[src/rtl/seq_pkg.sv]
// Shared encodings for the instruction sequencer: FSM states, opcodes, jump conditions,
// flag bit positions and the retire-size helper.
package seq_pkg;

    typedef enum logic [2:0] {
        StIdle,
        StExec,
        StMemRd,
        StLcdWait,
        StHalt
    } state_e;

    localparam logic [3:0] OpMovReg = 4'h0;
    localparam logic [3:0] OpMovImm = 4'h1;
    localparam logic [3:0] OpLd     = 4'h2;
    localparam logic [3:0] OpSt     = 4'h3;
    localparam logic [3:0] OpPrnt   = 4'h4;
    localparam logic [3:0] OpAlu    = 4'h5;
    localparam logic [3:0] OpJmp    = 4'h6;
    localparam logic [3:0] OpHlt    = 4'h7;

    localparam logic [2:0] CcAlways = 3'b000;
    localparam logic [2:0] CcZ      = 3'b001;
    localparam logic [2:0] CcNz     = 3'b010;
    localparam logic [2:0] CcC      = 3'b011;
    localparam logic [2:0] CcNc     = 3'b100;

    localparam int unsigned FlagZ = 0;
    localparam int unsigned FlagC = 1;

    // Instruction length in bytes, reported to the PC alongside retire.
    function automatic logic [1:0] op_size(input logic [3:0] op);
        if (op[3]) begin
            return 2'd1;
        end
        case (op)
            OpMovImm, OpLd, OpSt, OpAlu: return 2'd2;
            OpJmp:                       return 2'd3;
            default:                     return 2'd1;
        endcase
    endfunction

endpackage

[src/rtl/instr_sequencer_if.sv]
// Fetch-side bundle: instruction handshake plus the retire and jump feedback to the PC unit.
interface instr_sequencer_if #(
    parameter int unsigned DATA_W = 8,
    parameter int unsigned ADDR_W = 9
);
    logic              instr_valid;
    logic              instr_ready;
    logic [7:0]        instr_byte;
    logic [DATA_W-1:0] operand1;
    logic [DATA_W-1:0] operand2;
    logic              retire;
    logic [1:0]        instr_size;
    logic              jmp_en;
    logic [ADDR_W-1:0] jmp_addr;

    modport master (
        output instr_valid, instr_byte, operand1, operand2,
        input  instr_ready, retire, instr_size, jmp_en, jmp_addr
    );

    modport slave (
        input  instr_valid, instr_byte, operand1, operand2,
        output instr_ready, retire, instr_size, jmp_en, jmp_addr
    );
endinterface

[src/rtl/seq_cond_unit.sv]
// Jump condition evaluation: condition code plus live flags decide whether a JMP is taken.
module seq_cond_unit
    import seq_pkg::*;
(
    input  logic [2:0] i_cc,
    input  logic [7:0] i_flags,
    output logic       o_take
);
    logic w_unused_flags;
    assign w_unused_flags = ^i_flags;

    always_comb begin
        o_take = 1'b0;
        case (i_cc)
            CcAlways: o_take = 1'b1;
            CcZ:      o_take = i_flags[FlagZ];
            CcNz:     o_take = ~i_flags[FlagZ];
            CcC:      o_take = i_flags[FlagC];
            CcNc:     o_take = ~i_flags[FlagC];
            default:  o_take = 1'b0;
        endcase
    end
endmodule

[src/rtl/instr_sequencer.sv]
// Multi-cycle instruction sequencer: accepts one instruction per handshake and steps it through
// the register, ALU, SRAM, LCD and jump paths before pulsing retire with the instruction size.
module instr_sequencer
    import seq_pkg::*;
#(
    parameter int unsigned DATA_W      = 8,
    parameter int unsigned ADDR_W      = 9,
    parameter int unsigned SRAM_LAT    = 1,
    parameter int unsigned LCD_TIMEOUT = 1024
) (
    input  logic              clk,
    input  logic              sys_rst,
    instr_sequencer_if.slave  fetch,
    input  logic [DATA_W-1:0] i_reg_a,
    input  logic [DATA_W-1:0] i_reg_b,
    input  logic [DATA_W-1:0] i_reg_c,
    input  logic [DATA_W-1:0] i_reg_d,
    input  logic [7:0]        i_reg_flags,
    output logic              o_reg_we,
    output logic [1:0]        o_reg_addr,
    output logic [DATA_W-1:0] o_reg_data,
    output logic [2:0]        o_alu_inst,
    output logic [DATA_W-1:0] o_op_1,
    output logic [DATA_W-1:0] o_op_2,
    input  logic [DATA_W-1:0] i_res,
    output logic [ADDR_W-1:0] o_sram_addr,
    output logic              o_rd_en,
    output logic              o_wr_en,
    output logic [DATA_W-1:0] o_sram_wdata,
    input  logic [DATA_W-1:0] i_sram_rdata,
    output logic [7:0]        o_lcd_data,
    output logic              o_strt,
    input  logic              i_lcd_done,
    output logic              o_hlt,
    output logic              o_illegal,
    output logic              o_lcd_err
);
    localparam int unsigned LAT_CNT_W = (SRAM_LAT > 1) ? $clog2(SRAM_LAT) : 1;
    localparam int unsigned LCD_CNT_W = (LCD_TIMEOUT > 1) ? $clog2(LCD_TIMEOUT) : 1;
    localparam logic [LAT_CNT_W-1:0] LAT_LAST = LAT_CNT_W'(SRAM_LAT - 1);
    localparam logic [LCD_CNT_W-1:0] LCD_LAST = LCD_CNT_W'(LCD_TIMEOUT - 1);

    state_e                r_state;
    state_e                w_state_next;
    logic [7:0]            r_instr;
    logic [DATA_W-1:0]     r_op1;
    logic [DATA_W-1:0]     r_op2;
    logic [LAT_CNT_W-1:0]  r_lat_cnt;
    logic [LCD_CNT_W-1:0]  r_lcd_cnt;
    logic                  r_lcd_fin;
    logic                  r_lcd_err;
    logic [7:0]            r_lcd_data;

    logic [3:0]            w_opcode;
    logic [1:0]            w_dst;
    logic [1:0]            w_src;
    logic [DATA_W-1:0]     w_regs [4];
    logic [DATA_W-1:0]     w_dst_val;
    logic [DATA_W-1:0]     w_src_val;
    logic [2*DATA_W-1:0]   w_op_wide;
    logic [2*DATA_W-1:0]   w_op1_ext;
    logic [ADDR_W-1:0]     w_sram_addr;
    logic                  w_take;
    logic                  w_accept;
    logic                  w_lcd_timeout;
    logic                  w_ready;
    logic                  w_retire;
    logic                  w_jmp_en;
    logic                  w_unused_bits;

    assign w_opcode  = r_instr[7:4];
    assign w_dst     = r_instr[3:2];
    assign w_src     = r_instr[1:0];
    assign w_regs[0] = i_reg_a;
    assign w_regs[1] = i_reg_b;
    assign w_regs[2] = i_reg_c;
    assign w_regs[3] = i_reg_d;
    assign w_dst_val = w_regs[w_dst];
    assign w_src_val = w_regs[w_src];

    // Both address outputs come from a double-width view so ADDR_W may exceed DATA_W.
    assign w_op_wide     = {r_op2, r_op1};
    assign w_op1_ext     = {{DATA_W{1'b0}}, r_op1};
    assign w_sram_addr   = w_op1_ext[ADDR_W-1:0];
    assign w_unused_bits = ^{w_op_wide, w_op1_ext};

    assign w_accept      = (r_state == StIdle) && fetch.instr_valid;
    assign w_lcd_timeout = (LCD_TIMEOUT != 0) && (r_lcd_cnt == LCD_LAST);

    seq_cond_unit u_cond (
        .i_cc    (r_instr[2:0]),
        .i_flags (i_reg_flags),
        .o_take  (w_take)
    );

    always_ff @(posedge clk or posedge sys_rst) begin
        if (sys_rst) begin
            r_state    <= StIdle;
            r_instr    <= '0;
            r_op1      <= '0;
            r_op2      <= '0;
            r_lat_cnt  <= '0;
            r_lcd_cnt  <= '0;
            r_lcd_fin  <= 1'b0;
            r_lcd_err  <= 1'b0;
            r_lcd_data <= '0;
        end else begin
            r_state <= w_state_next;
            if (w_accept) begin
                r_instr <= fetch.instr_byte;
                r_op1   <= fetch.operand1;
                r_op2   <= fetch.operand2;
            end
            r_lat_cnt <= (r_state == StMemRd) ? r_lat_cnt + 1'b1 : '0;
            if (r_state == StExec) begin
                r_lcd_data <= w_src_val[7:0];
            end
            // Finish is registered so retire lands the cycle after lcd_done or timeout.
            if (r_state == StLcdWait) begin
                if (!r_lcd_fin) begin
                    r_lcd_cnt <= r_lcd_cnt + 1'b1;
                    if (i_lcd_done) begin
                        r_lcd_fin <= 1'b1;
                    end else if (w_lcd_timeout) begin
                        r_lcd_fin <= 1'b1;
                        r_lcd_err <= 1'b1;
                    end
                end
            end else begin
                r_lcd_cnt <= '0;
                r_lcd_fin <= 1'b0;
            end
        end
    end

    always_comb begin
        w_state_next = r_state;
        w_ready      = 1'b0;
        w_retire     = 1'b0;
        w_jmp_en     = 1'b0;
        o_reg_we     = 1'b0;
        o_reg_addr   = 2'd0;
        o_reg_data   = '0;
        o_alu_inst   = 3'd0;
        o_op_1       = '0;
        o_op_2       = '0;
        o_sram_addr  = '0;
        o_rd_en      = 1'b0;
        o_wr_en      = 1'b0;
        o_sram_wdata = '0;
        o_lcd_data   = 8'd0;
        o_strt       = 1'b0;
        o_hlt        = 1'b0;
        o_illegal    = 1'b0;
        unique case (r_state)
            StIdle: begin
                w_ready = 1'b1;
                if (fetch.instr_valid) begin
                    w_state_next = StExec;
                end
            end
            StExec: begin
                w_state_next = StIdle;
                if (w_opcode[3]) begin
                    o_illegal = 1'b1;
                    w_retire  = 1'b1;
                end else begin
                    case (w_opcode)
                        OpMovReg: begin
                            o_reg_we   = 1'b1;
                            o_reg_addr = w_dst;
                            o_reg_data = w_src_val;
                            w_retire   = 1'b1;
                        end
                        OpMovImm: begin
                            o_reg_we   = 1'b1;
                            o_reg_addr = w_dst;
                            o_reg_data = r_op1;
                            w_retire   = 1'b1;
                        end
                        OpLd: begin
                            o_rd_en      = 1'b1;
                            o_sram_addr  = w_sram_addr;
                            w_state_next = StMemRd;
                        end
                        OpSt: begin
                            o_wr_en      = 1'b1;
                            o_sram_addr  = w_sram_addr;
                            o_sram_wdata = w_src_val;
                            w_retire     = 1'b1;
                        end
                        OpPrnt: begin
                            o_strt       = 1'b1;
                            o_lcd_data   = w_src_val[7:0];
                            w_state_next = StLcdWait;
                        end
                        OpAlu: begin
                            o_alu_inst = r_op1[2:0];
                            o_op_1     = w_dst_val;
                            o_op_2     = w_src_val;
                            o_reg_we   = 1'b1;
                            o_reg_addr = w_dst;
                            o_reg_data = i_res;
                            w_retire   = 1'b1;
                        end
                        OpJmp: begin
                            w_jmp_en = w_take;
                            w_retire = 1'b1;
                        end
                        OpHlt: begin
                            w_retire     = 1'b1;
                            w_state_next = StHalt;
                        end
                        default: begin
                            w_retire = 1'b1;
                        end
                    endcase
                end
            end
            StMemRd: begin
                o_sram_addr = w_sram_addr;
                if (r_lat_cnt == LAT_LAST) begin
                    o_reg_we     = 1'b1;
                    o_reg_addr   = w_dst;
                    o_reg_data   = i_sram_rdata;
                    w_retire     = 1'b1;
                    w_state_next = StIdle;
                end
            end
            StLcdWait: begin
                o_lcd_data = r_lcd_data;
                if (r_lcd_fin) begin
                    w_retire     = 1'b1;
                    w_state_next = StIdle;
                end
            end
            StHalt: begin
                o_hlt = 1'b1;
            end
            default: begin
                w_state_next = StIdle;
            end
        endcase
    end

    assign o_lcd_err         = r_lcd_err;
    assign fetch.instr_ready = w_ready;
    assign fetch.retire      = w_retire;
    assign fetch.instr_size  = w_retire ? op_size(w_opcode) : 2'd0;
    assign fetch.jmp_en      = w_jmp_en;
    assign fetch.jmp_addr    = w_op_wide[ADDR_W-1:0];

endmodule

[src/flat_wrapper.sv]
// flat-port wrapper written by rule: the top's interface ports become plain ports
module instr_sequencer_flat import seq_pkg::*;
#(
    parameter int unsigned DATA_W      = 8,
    parameter int unsigned ADDR_W      = 9,
    parameter int unsigned SRAM_LAT    = 1,
    parameter int unsigned LCD_TIMEOUT = 1024
)
  (clk, sys_rst, i_reg_a, i_reg_b, i_reg_c, i_reg_d, i_reg_flags, o_reg_we, o_reg_addr, o_reg_data, o_alu_inst, o_op_1, o_op_2, i_res, o_sram_addr, o_rd_en, o_wr_en, o_sram_wdata, i_sram_rdata, o_lcd_data, o_strt, i_lcd_done, o_hlt, o_illegal, o_lcd_err, fetch_instr_valid, fetch_instr_byte, fetch_operand1, fetch_operand2, fetch_instr_ready, fetch_retire, fetch_instr_size, fetch_jmp_en, fetch_jmp_addr);
  instr_sequencer_if #(.DATA_W(DATA_W), .ADDR_W(ADDR_W)) fetch_i ();
  input  logic clk;
  input  logic sys_rst;
  input  logic [DATA_W-1:0] i_reg_a;
  input  logic [DATA_W-1:0] i_reg_b;
  input  logic [DATA_W-1:0] i_reg_c;
  input  logic [DATA_W-1:0] i_reg_d;
  input  logic [7:0] i_reg_flags;
  output logic o_reg_we;
  output logic [1:0] o_reg_addr;
  output logic [DATA_W-1:0] o_reg_data;
  output logic [2:0] o_alu_inst;
  output logic [DATA_W-1:0] o_op_1;
  output logic [DATA_W-1:0] o_op_2;
  input  logic [DATA_W-1:0] i_res;
  output logic [ADDR_W-1:0] o_sram_addr;
  output logic o_rd_en;
  output logic o_wr_en;
  output logic [DATA_W-1:0] o_sram_wdata;
  input  logic [DATA_W-1:0] i_sram_rdata;
  output logic [7:0] o_lcd_data;
  output logic o_strt;
  input  logic i_lcd_done;
  output logic o_hlt;
  output logic o_illegal;
  output logic o_lcd_err;
  input wire logic [$bits(fetch_i.instr_valid)-1:0] fetch_instr_valid;
  input wire logic [$bits(fetch_i.instr_byte)-1:0] fetch_instr_byte;
  input wire logic [$bits(fetch_i.operand1)-1:0] fetch_operand1;
  input wire logic [$bits(fetch_i.operand2)-1:0] fetch_operand2;
  output wire logic [$bits(fetch_i.instr_ready)-1:0] fetch_instr_ready;
  output wire logic [$bits(fetch_i.retire)-1:0] fetch_retire;
  output wire logic [$bits(fetch_i.instr_size)-1:0] fetch_instr_size;
  output wire logic [$bits(fetch_i.jmp_en)-1:0] fetch_jmp_en;
  output wire logic [$bits(fetch_i.jmp_addr)-1:0] fetch_jmp_addr;
  assign fetch_i.instr_valid = fetch_instr_valid;
  assign fetch_i.instr_byte = fetch_instr_byte;
  assign fetch_i.operand1 = fetch_operand1;
  assign fetch_i.operand2 = fetch_operand2;
  assign fetch_instr_ready = fetch_i.instr_ready;
  assign fetch_retire = fetch_i.retire;
  assign fetch_instr_size = fetch_i.instr_size;
  assign fetch_jmp_en = fetch_i.jmp_en;
  assign fetch_jmp_addr = fetch_i.jmp_addr;
  instr_sequencer #(.DATA_W(DATA_W), .ADDR_W(ADDR_W), .SRAM_LAT(SRAM_LAT), .LCD_TIMEOUT(LCD_TIMEOUT)) u_core (.clk(clk), .sys_rst(sys_rst), .fetch(fetch_i), .i_reg_a(i_reg_a), .i_reg_b(i_reg_b), .i_reg_c(i_reg_c), .i_reg_d(i_reg_d), .i_reg_flags(i_reg_flags), .o_reg_we(o_reg_we), .o_reg_addr(o_reg_addr), .o_reg_data(o_reg_data), .o_alu_inst(o_alu_inst), .o_op_1(o_op_1), .o_op_2(o_op_2), .i_res(i_res), .o_sram_addr(o_sram_addr), .o_rd_en(o_rd_en), .o_wr_en(o_wr_en), .o_sram_wdata(o_sram_wdata), .i_sram_rdata(i_sram_rdata), .o_lcd_data(o_lcd_data), .o_strt(o_strt), .i_lcd_done(i_lcd_done), .o_hlt(o_hlt), .o_illegal(o_illegal), .o_lcd_err(o_lcd_err));
endmodule
[config.mk]
export PLATFORM = sky130hd
export DESIGN_NAME = instr_sequencer_flat
export DESIGN_NICKNAME = d
export VERILOG_FILES = /design/src/rtl/seq_pkg.sv /design/src/rtl/instr_sequencer_if.sv /design/src/rtl/seq_cond_unit.sv /design/src/rtl/instr_sequencer.sv /design/src/flat_wrapper.sv
export SDC_FILE = /design/constraint.sdc
export NUM_CORES = 1
export LEC_CHECK = 0
export ABC_AREA = 1
export CAP_MARGIN = 25
export CORE_ASPECT_RATIO = 1.25
export CORE_MARGIN = 2
export CORE_UTILIZATION = 40
export CTS_CLUSTER_DIAMETER = 40
export CTS_CLUSTER_SIZE = 8
export DETAILED_ROUTE_END_ITERATION = 6
export DONT_BUFFER_PORTS = 1
export HOLD_SLACK_MARGIN = 0.05
export SYNTH_ARGS = -nofsm -noshare
export SYNTH_HDL_FRONTEND = slang
export SYNTH_HIERARCHICAL = 1
export SYNTH_SLANG_ARGS = --single-unit
[constraint.sdc]
create_clock -name clk -period 1.87 [get_ports clk]
set_input_delay 0.374 -clock clk [delete_from_list [all_inputs] [get_ports clk]]
set_output_delay 0.374 -clock clk [all_outputs]
set_load 0.01 [all_outputs]
==> flow_summary.yaml <==
synth:
  ys_ff_latch: 41
  synthAdderAreaFrac: 0.003893
  synth-edff-count: 0
  syn-num-nets: 588
  avgSynthCellArea_um2: 6.390
  synth_mux_area_frac: 0
  netlist.area_leader.share: 0.3192
  seq_area_frac_synth: 0.3192
  yosysTopAreaCell: "dfrtp_1"
  synth-compound-area-share: 0.1300
  ys.flop_type: "dfrtp_1"
  yosys_warnings: 6
  synth_xor_area_frac: 0
  ys_types: 31
  async_flop_share: 1.000
  syn_inst: 503
  synth_top_family_by_area: "simple AND/OR/NAND/NOR gates"
  synthSimpleGateAreaFrac: 0.4356
  netlist_area_mm2: 0.003214
  synthTopCellsByArea: "dfrtp_1, nand2_1, nor2_1, nand3_1, a21oi_1"
run_status:
  outcome: "finished, violations left"
  violations: "setup timing"
sta:
  tightest_slew_ps: 572.8
  slew_violations: 0
  relSlewSlack: 0.6168
  final_critical_path_setup_slack_ps: -85.77
  hold_violations: 0
  period_needed_ps: 1956
  timing.final.crit_share: 1.046
  setup_violations: 51
  rsz0062_at_grt: "true"
  max_freq_mhz: 511.3
  skew_ps: 5.652
layout:
  nets: 633
  fin_area_mm2: 0.004415
  drive_gt1_frac: 0.3698
  area_growth_pct: 37.37
  num_antenna_cells: 0
grt:
  gr-total-overflow: 0
  antenna_found_initial: 0
  grt_usage: 0.2253
  grt_pass1_vias: 3341
  grt_pass1_wl_um: 15880
  grt_max_degree: 34
die:
  core-area_mm2: 0.007792
  die_area_mm2: 0.008774
  die_h_um: 104.2
  rows: 36
  die_x_um: 84.18
  pin_count: 159
  start_util: 0.4125
critical_path:
  worstSetupEndpointType: "primary output"
  cp-start-kind: "register"
  critPathSlowestCell: "dfrtp_2"
  crit_required_ps: 1500
  cp_max_fo: 8
  max_stage_delay_ps: 470
  crit_type: "reg2out"
  worstPathCellList: "nor2_4 -> nand2_2 -> clkinv_4 -> buf_6 -> a31oi_4 -> buf_12 -> nor2_2"
  cp.arrival_ps: 1580
clock_network:
  clk_latency_ps: 290
  cts_buffer_depth: 2
  cts_tree: "done"
  cts_sinks: 41
  cts_buffers: 5
  cts.root.buffer_cell: "clkbuf_8"
  path_clk_slew_ps: 80
  htree_levels: 2
placement:
  dp_slack_ps: 9.347
  post_dp_cell_area_mm2: 0.003441
  dp_hpwl_um: 7781
  place.gp.congestion: 0.8663
  io_buffers: 0
job:
  cap_violations: 0
detailed_routing:
  route.detailed.drc: 0
  wire_per_inst_um: 16.82
  routed_wl_um: 10830
  viasPerCell: 5.436
  final_antenna_net_count: 0
  first_pass_iters: 5
  drtIter0Drc: 150
  via_count: 3501
min_path:
  min_path_type: "in2reg"
pwr:
  p_leak_nw: 1.994
  peakVddDrop_uv: 758.1
  power_density_mw_per_mm2: 1554
[layout by cell type (no fill, tap or decap), drive strengths merged]
cell type	n
nand2	134
nor2	115
nand3	55
buf	52
inv	50
dfrtp	41
a21oi	33
o21ai	31
clkbuf	9
o21bai	7
nor3	5
clkinv	4
clkinvlp	2
o22ai	2
nand4	2
bufinv	1
o31ai	1
a31oi	1
and3	1
ha	1
conb	1
dlygate4sd3	1
[state kept, by name (all words and copies together), names as in the netlist]
signal,count
u_core/r_op1,8
u_core/r_op2,1
u_core/r_lcd_cnt,10
u_core/r_lat_cnt,1
u_core/r_lcd_fin,1
u_core/r_state,3
u_core/r_lcd_data,8
u_core/o_lcd_err,1
u_core/r_instr,8
[report_power, final]
part	total, mW	switching (mW)	internal, mW
combinational	4.56	2.90	1.66
clock	0.754	0.319	0.436
sequential	1.55	0.337	1.21
total	6.86	3.56	3.30
[per-layer routing]
| metal | part of all wire | GRT usage | wire length (um) |
|---|---|---|---|
| met1 | 0.40 | 0.2614 | 4294 |
| met2 | 0.52 | 0.3940 | 5588 |
| met3 | 0.066 | 0.05476 | 713 |
| met4 | 0.022 | 0.08986 | 235 |
| met5 | 0 | 0 | 0 |
[layout make-up]
cell class                 count  area [um2]
clock buffer                   7       86.33
clock inverter                 1       30.03
fill                         717        3377
inverter                      55       231.5
multi-input combinational    389        2370
sequential                    41        1033
tap                           95       118.9
timing repair buffer          55       538.0
timing repair inverter         1       7.507
[worst paths after layout]
check | from | end | slack (ps) | cells past startpoint
min in group asynchronous | sys_rst | u_core/r_lcd_cnt[5] | 460 | 2
worst max register to register | u_core/r_state[2] | u_core/r_instr[1] | 170 | 5
worst min register to register | u_core/r_lcd_cnt[1] | u_core/r_lcd_cnt[1] | 510 | 2
worst max-delay path | u_core/r_state[2] | o_sram_addr[6] | -90 | 7
max in group asynchronous | sys_rst | u_core/r_lcd_data[1] | 920 | 3
worst min-delay path | fetch_instr_valid | u_core/r_op2[0] | 230 | 2
[cell usage after synthesis, types with 2 or more instances]
master    count
o21ai_0      30
nor2_2       15
dfrtp_1      41
nand2_2       3
nor2_4        4
inv_2         5
nand4_1       2
buf_4         7
clkinv_1      2
nor3_1        4
a21oi_1      33
inv_4         4
buf_6         4
nand3_1      53
o21bai_1      7
nand2_1     127
inv_1        44
nand2_4       4
nor2_1       94
buf_2         8
o22ai_1       2
[stage by stage]
stage / instances / power (mW) / hold WS, ps / utilization / TNS, ps
6_report: 644 / 6.862 / 234.5 / 0.5666 / -2584
5_1_grt: 644 / 7.321 / 239.5 / 0.5666 / -6328
4_1_cts: 633 / 6.120 / 226.1 / 0.5140 / -2168
3_5_place_dp: 610 / 4.687 / 220.2 / 0.4416 / 0
2_1_floorplan: 503 / 3.881 / 468.3 / - / 0
3_3_place_gp: 610 / 4.612 / 223.8 / 0.4416 / 0
[worst max-delay path, delay by kind of cell (launching register included)]
kind / cells / cell delay, ps
AOI/OAI and AO/OA: 1 / 90
buffers and inverters: 3 / 370
DFF: 1 / 470
and+or+nand+nor: 3 / 360
[cells by family after synthesis]
| logic type | after synthesis |
|---|---|
| simple gates | 311 |
| compound gates | 75 |
| buf+inv | 74 |
| flops | 41 |
| fa+ha+maj | 1 |
| other cells | 1 |
[what timing repair did]
| item | 4_1_cts | 5_1_grt |
|---|---|---|
| gates cloned | 1 | 4 |
| resized for setup | 83 | 86 |
| hold buffers | 1 | 0 |
| setup endpoints to repair | 60 | 60 |
| hold endpoints to repair | 8 | 0 |
| setup buffers | 13 | 7 |
| pin swaps | 18 | 32 |
(Power assumes the default switching activity.)
